==> config.mk <==
export PLATFORM = sky130hd
export DESIGN_NAME = pipeline_ctrl
export DESIGN_NICKNAME = d
export VERILOG_FILES = /design/src/rtl/pipeline_ctrl.sv
export SDC_FILE = /design/constraint.sdc
export NUM_CORES = 1
export LEC_CHECK = 0
export ABC_AREA = 1
export CORE_AREA = 2 2 89 91
export CTS_BUF_LIST = sky130_fd_sc_hd__clkbuf_2
export CTS_CLUSTER_DIAMETER = 200
export DETAILED_ROUTE_END_ITERATION = 8
export DIE_AREA = 0 0 91 93
export PLACE_DENSITY = 0.73
export RECOVER_POWER = 100
export SLEW_MARGIN = 20
export SYNTH_ARGS = -nofsm -noshare
export SYNTH_HDL_FRONTEND = slang
export SYNTH_SLANG_ARGS = --single-unit
==> constraint.sdc <==
create_clock -name clk -period 3.7 [get_ports clk]
set_clock_uncertainty 0.1 [all_clocks]
set_input_delay 0.74 -clock clk [delete_from_list [all_inputs] [get_ports clk]]
set_output_delay 0.74 -clock clk [all_outputs]
set_load 0.02 [all_outputs]
==> src/rtl/pipeline_ctrl.sv <==
// Central stall merge and divider sequencing for the 5-stage core.
// Merges ID/EX stall requests into the per-stage stall vector, runs the
// start/ready handshake with the iterative divider (timeout and flush-abort),
// and counts stalled cycles for performance bring-up.
module pipeline_ctrl #(
    parameter int unsigned DIV_TIMEOUT = 40,
    parameter int unsigned CNT_W       = 6
) (
    input  logic        clk,
    input  logic        rst,
    input  logic        stallreq_from_id,
    input  logic        stallreq_from_ex,
    input  logic        div_req,
    input  logic        div_ready,
    input  logic        flush,
    output logic [5:0]  stall,
    output logic        div_start,
    output logic        div_annul,
    output logic        div_done,
    output logic        div_timeout,
    output logic [31:0] stall_cycles
);

    localparam logic [1:0] IDLE  = 2'd0;
    localparam logic [1:0] START = 2'd1;
    localparam logic [1:0] BUSY  = 2'd2;
    localparam logic [1:0] DONE  = 2'd3;

    // Last BUSY count value before the divider is declared hung.
    localparam logic [CNT_W-1:0] TIMEOUT_LAST = CNT_W'(DIV_TIMEOUT - 1);

    localparam logic [5:0] STALL_NONE = 6'b000000;
    localparam logic [5:0] STALL_ID   = 6'b000111;
    localparam logic [5:0] STALL_EX   = 6'b001111;

    logic [1:0]       state_q, state_d;
    logic [CNT_W-1:0] cnt_q, cnt_d;
    logic             annul_d;
    logic             timeout_set;
    logic             div_stall;

    // Next-state decode for the divider handshake; flush beats everything.
    always_comb begin
        state_d     = state_q;
        annul_d     = 1'b0;
        timeout_set = 1'b0;
        unique case (state_q)
            IDLE: begin
                if (div_req && !flush) state_d = START;
            end
            START: begin
                if (flush) begin
                    state_d = IDLE;
                    annul_d = 1'b1;
                end else begin
                    state_d = BUSY;
                end
            end
            BUSY: begin
                if (flush) begin
                    state_d = IDLE;
                    annul_d = 1'b1;
                end else if (div_ready) begin
                    state_d = DONE;
                end else if (cnt_q == TIMEOUT_LAST) begin
                    state_d     = DONE;
                    timeout_set = 1'b1;
                end
            end
            DONE: begin
                state_d = IDLE;
            end
            default: begin
                state_d = IDLE;
            end
        endcase
    end

    // BUSY cycle counter: cleared in START, counts while BUSY.
    always_comb begin
        cnt_d = cnt_q;
        if (state_q == START) begin
            cnt_d = '0;
        end else if (state_q == BUSY) begin
            cnt_d = cnt_q + 1'b1;
        end
    end

    // FSM state, counter and registered handshake pulses.
    always_ff @(posedge clk or negedge rst) begin
        if (!rst) begin
            state_q     <= IDLE;
            cnt_q       <= '0;
            div_start   <= 1'b0;
            div_annul   <= 1'b0;
            div_done    <= 1'b0;
            div_timeout <= 1'b0;
        end else begin
            state_q     <= state_d;
            cnt_q       <= cnt_d;
            div_start   <= (state_d == START);
            div_done    <= (state_d == DONE);
            div_annul   <= annul_d;
            div_timeout <= div_timeout | timeout_set;
        end
    end

    // Divide holds the pipe until the DONE cycle, when EX latches the result
    // and must advance.
    assign div_stall = div_req && (state_q != DONE);

    // Stall vector merge: flush clears, EX (incl. divide) outranks ID.
    always_comb begin
        stall = STALL_NONE;
        if (flush) begin
            stall = STALL_NONE;
        end else if (div_stall || stallreq_from_ex) begin
            stall = STALL_EX;
        end else if (stallreq_from_id) begin
            stall = STALL_ID;
        end
    end

    // Saturating count of cycles with the PC stalled.
    always_ff @(posedge clk or negedge rst) begin
        if (!rst) begin
            stall_cycles <= '0;
        end else if (stall[0] && (stall_cycles != 32'hFFFF_FFFF)) begin
            stall_cycles <= stall_cycles + 32'd1;
        end
    end

endmodule
==> impl_metrics.yaml, run 1 <==
outcome:
  status: "complete, but fails checks"
  failed_checks: "capacitance limit, slew limit"
clock_network:
  cts_hold_buffers: 0
  worstSkewPairLatency_ns: 0.42
  clkTransAtPathRegs_ns: 0.24
  cts.sinks: 44
  cts_buffers: 5
  cts-root-buf: "clkbuf_2"
  cts_resized: 0
  tritoncts: "done"
  post-cts-setup-buffers: 0
  clk_path_buf_depth: 2
  htree_levels: 2
final_layout:
  fin_area_sq_um: 3420
  final_common_cell: "nand2_1"
  seq_area_sq_um: 1100
  layout.cells.non_filler: 589
  multi_input_comb_area_sq_um: 1500
  syn_to_final_growth_pct: 18.1
  most-common-layout-cells: "nand2_1 (213), nor2_1 (64), dfrtp_1 (44)"
  num-fill-cells: 798
  diodes: 0
  drive_above_1_share_pct: 3.08
  postLayoutCoreUtil_pct: 45.4
  nNetsFinal: 499
setup_path:
  critical_path.startpoint_type: "input pin"
  worstSetupPathType: "input pin to output port"
  end_kind: "output port"
  crit_chain: "clkdlybuf4s50_1 -> nor2_1 -> nand2_1 -> nand3_2 -> dlygate4sd3_1"
  critPathMaxStageDelay_ns: 0.70
  cp_max_fo: 11
  critPathTopFamily: "buffers and inverters"
  arrival_ns: 2.40
  path_buf_inv: 2
  worstPathRequired_ns: 2.86
  cpMaxStageDelayCell: "dlygate4sd3_1"
placed_design:
  port_buffers: 46
  dp_cells: 581
  gp_congestion: 0.940
  place_hpwl_mm: 5.03
  place_area_sq_um: 3390
  dp_slack_ns: 0.443
yosys:
  avgSynthCellArea_sq_um: 6.55
  synthDistinctLibCells: 27
  ys.warnings.count: 0
  netlist.area_leader.share_pct: 38.0
  synth_area_leaders: "dfrtp_1 (38%), nand2_1 (27%), nor2_1 (8.2%), inv_1 (5.6%), nand3_1 (3.3%)"
  synth_seq_cells: 44
  synthesis.area_sq_um: 2900
  netlist_instances: 442
  yosys.area.top_type: "dfrtp_1"
  ys_seq_area_share_pct: 38.0
sta:
  fmax_mhz: 308
  fin_setup_tns_ns: 0
  setup_viol: 0
  finalCritPeriodShare_pct: 87.6
  tightest_slew_ns: 2.39
  slew_headroom_pct: -59.1
  hold_viol: 0
  maxSlewViolCount: 45
  worst_slack_ns: 0.458
  hold_ws_ns: 0.428
  min_period_ns: 3.24
  rsz0062_at_grt: "false"
grt:
  grt.overflow.total: 0
  grt_max_degree: 45
  grt_pass1_vias: 2614
  grt_util_all_layers_pct: 16.5
  grt_pass1_wl_mm: 11.5
  antenna_found_initial: 0
power_and_ir_drop:
  fin_total_pwr_mw: 1.33
  p_leak_nw: 1.72
  p_per_area_nw_per_um2: 389
  irDropWorstVdd_v: 0.000292
drt:
  drt-initial-drc-count: 158
  via_per_inst: 4.64
  vias: 2735
  detailedRoute.firstPassIterationCount: 4
  wire_per_inst_um: 11.4
  drt-total-wl_mm: 6.69
  drtAntennaViolNets: 0
  drc: 0
flow_run:
  max_cap_viol_count: 1
floorplan:
  fp.coreArea_sq_um: 7530
  rows: 32
  start_util_pct: 38.5
  die_h_um: 93
  die-width_um: 91
  top_level_ports: 49
  die_area_sq_um: 8460
worst_hold_path:
  min-delay-path-class: "flop to flop"
flip-flops by register name, indices dropped and copies added (netlist names):
name / cells
state_q: 2
div_annul: 1
cnt_q: 6
stall_cycles: 32
div_done: 1
div_timeout: 1
div_start: 1
power breakdown:
part	internal [mW]	switching, mW	leakage, nW	total (mW)
registers	0.549	0.0756	0.593	0.625
logic	0.164	0.260	1.09	0.424
clock network	0.113	0.169	0.0390	0.281
total	0.826	0.504	1.72	1.33
cell type report:
| cell class | count | share of cell area (%) |
|---|---|---|
| sequential | 44 | 32.2 |
| timing repair buffer | 46 | 13.3 |
| tap | 102 | 3.73 |
| inverter | 44 | 4.90 |
| clock buffer | 5 | 0.732 |
| clock inverter | 3 | 1.24 |
| multi-input combinational | 345 | 43.9 |
synth_stat cells:
cell / instances
buf_4: 4
nand2_8: 1
nor2_1: 63
nand4_1: 4
nor2_8: 1
buf_6: 5
inv_4: 1
nor2_2: 1
nand2_2: 2
a21oi_1: 5
nand3_1: 19
nand2_1: 210
inv_1: 43
o21ai_0: 7
dfrtp_1: 44
nand3b_1: 1
o21ai_1: 2
nor3_1: 4
xor2_1: 7
nand2_4: 2
ha_1: 6
a31o_2: 1
nand3_2: 1
xnor2_1: 5
nor2_4: 1
clkbuf_1: 1
conb_1: 1
final timing paths:
path,start,end,slack [ns],depth (start not counted)
setup / recovery,flush,stall[1],0.46,5
hold / removal,div_timeout,div_timeout,0.43,1
setup reg to reg,stall_cycles[0],stall_cycles[31],0.59,10
hold reg to reg,div_timeout,div_timeout,0.43,1
max in group asynchronous,rst,stall_cycles[20],1.28,1
min in group asynchronous,rst,stall_cycles[2],0.91,1
kinds of logic after synthesis:
logic type / synth area share (%)
other: 0.129
adder cells (fa/ha/maj): 2.59
AND/OR/NAND/NOR: 44.0
XOR/XNOR: 3.63
buffers and inverters: 8.90
flip-flops: 38.0
AO/OA/AOI/OAI: 2.72
per-layer routing:
layer  up-vias  share of wire (%)  routed length [um]  global-route usage (%)
li1       1426                  -                   -                       -
met5         -                  0                   0                       0
met1      1224                 46                3070                    20.4
met3         8                5.6                 375                    3.55
met2        77                 47                3150                    29.1
met4         0                1.5                 102                    4.92
Power figures use the tool's default switching activity.
==> run 2, diff against run 1 <==
--- a/config.mk
+++ b/config.mk
@@ -13,6 +13,7 @@
 export DIE_AREA = 0 0 91 93
 export PLACE_DENSITY = 0.73
 export RECOVER_POWER = 100
+export SETUP_SLACK_MARGIN = 0.4
 export SLEW_MARGIN = 20
 export SYNTH_ARGS = -nofsm -noshare
 export SYNTH_HDL_FRONTEND = slang
==> impl_metrics.yaml, run 2 (synthesis results as in run 1) <==
worst_hold_path:
  whs_endpoint: "div_timeout"
  min-delay-path-class: "flop to flop"
  whs_path_depth: 1
  hold_path_startpoint: "div_timeout"
drt:
  drt-initial-drc-count: 146
  drc: 0
  drtAntennaViolNets: 0
  detailedRoute.firstPassIterationCount: 4
  vias: 2734
  drt-total-wl_mm: 6.67
  wire_per_inst_um: 11.3
  via_per_inst: 4.64
clock_network:
  clkTransAtPathRegs_ns: 0.24
  cts_buffers: 5
  post-cts-setup-buffers: 0
  cts.sinks: 44
  tritoncts: "done"
  worstSkewPairLatency_ns: 0.42
  cts-root-buf: "clkbuf_2"
  htree_levels: 2
  cts_hold_buffers: 0
  clk_path_buf_depth: 2
setup_path:
  arrival_ns: 2.35
  worstPathRequired_ns: 2.86
  cp_max_fo: 4
  r2r-start: "stall_cycles[0]"
  reg2regPathDepth: 10
  rrSetupSlack_ns: 0.88
  end_kind: "output port"
  critical_path.startpoint_type: "input pin"
  worstSetupPathType: "input pin to output port"
  rr_endpoint: "stall_cycles[9]"
  critPathMaxStageDelay_ns: 0.67
  crit_chain: "dlygate4sd3_1 -> nor2_1 -> nand2_1 -> nand2_1 -> dlygate4sd3_1"
  cpMaxStageDelayCell: "dlygate4sd3_1"
placed_design:
  dp_cells: 581
  gp_congestion: 0.940
  place_area_sq_um: 3390
  place_hpwl_mm: 5.03
  port_buffers: 46
power_and_ir_drop:
  combPwrFrac_pct: 31.9
  power_frac_seq_pct: 47.0
  p_leak_nw: 1.75
  swShare_pct: 38.2
  p_int_mw: 0.823
  clockPowerShare_pct: 21.1
  irDropWorstVdd_v: 0.000289
  p_per_area_nw_per_um2: 389
  power_switching_mw: 0.508
sta:
  min_period_ns: 3.19
  finalCritPeriodShare_pct: 86.3
  setup_viol: 0
  rsz0062_at_grt: "false"
  fin_setup_tns_ns: 0
  tightest_slew_ns: 2.40
  maxSlewViolCount: 45
  slew_headroom_pct: -60.2
  hold_viol: 0
  fmax_mhz: 313
grt:
  grt_max_degree: 45
  grt_pass1_vias: 2614
  grt_pass1_wl_mm: 11.5
  grt_util_all_layers_pct: 16.5
  antenna_found_initial: 0
  grt.overflow.total: 0
final_layout:
  largest_reg_flops: 32
  fin_area_sq_um: 3420
  nNetsFinal: 499
  syn_to_final_growth_pct: 18.1
  final_common_cell: "nand2_1"
  diodes: 0
  most-common-layout-cells: "nand2_1 (211), nor2_1 (63), dfrtp_1 (44)"
  top_regs: "stall_cycles: 32 flops, cnt_q: 6 flops, state_q: 2 flops"
  drive_above_1_share_pct: 3.49
  layout.cells.non_filler: 589
  postLayoutCoreUtil_pct: 45.4
  largest_register: "stall_cycles"
  num-fill-cells: 798
outcome:
  failed_checks: "capacitance limit, slew limit"
  status: "complete, but fails checks"
floorplan:
  rows: 32
  start_util_pct: 38.5
  die-width_um: 91
  die_h_um: 93
  fp.coreArea_sq_um: 7530
  die_area_sq_um: 8460
  top_level_ports: 49
flow_run:
  max_cap_viol_count: 1
## run 2: worst max path at each step
stage	startpoint	endpoint	slack [ns]	depth (start not counted)
2_1_floorplan	div_req	stall[1]	1.41	5
3_3_place_gp	flush	stall[1]	0.48	5
3_5_place_dp	div_req	stall[1]	0.44	6
4_1_cts	div_req	stall[1]	0.43	6
5_1_grt	flush	stall_cycles[25]	0.37	8
6_report	flush	stall[3]	0.51	5
## run 2: what timing repair did
item	4_1_cts	5_1_grt
hold endpoints to repair	0	0
endpoints found under the setup margin	0	3
resized for setup	0	3
## run 2: worst max-delay path: cells and delay by family
kind	cells	cell delay, ns
and+or+nand+nor	3	0.37
buffers and inverters	2	1.26
## run 2: stage by stage
step	setup WS, ns	hold slack [ns]	total power, mW
final	0.506	0.430	1.33
after floorplan	1.41	0.344	0.930
after global routing	0.372	0.449	1.43
after global placement	0.480	0.375	1.07
after CTS	0.430	0.361	1.38
after detailed placement	0.443	0.378	1.09
## run 2: area by class of cell
type	instances	area (sq um)	share of cell area, %
multi-input cells	345	1520	44.5
well taps	102	128	3.73
clock buffers	5	25.0	0.732
repair buffers	46	435	12.7
inverters	44	168	4.90
flip-flops and latches	44	1100	32.2
clock inverters	3	42.5	1.24
## run 2: metal layers
metal | GRT usage (%) | wire length, um | vias to the layer above
met5 | 0 | 0 | -
met1 | 20.4 | 3080 | 1239
met4 | 4.92 | 102 | 0
met3 | 3.55 | 347 | 8
li1 | - | - | 1426
met2 | 29.1 | 3140 | 61
## run 2: power by group through the flow
stage	Sequential, mW	Combinational, mW	Clock, mW
floorplan	0.672	0.258	0
global placement	0.634	0.436	0
detailed placement	0.635	0.451	0
CTS	0.627	0.453	0.295
finish	0.625	0.424	0.281
global route	0.639	0.479	0.312
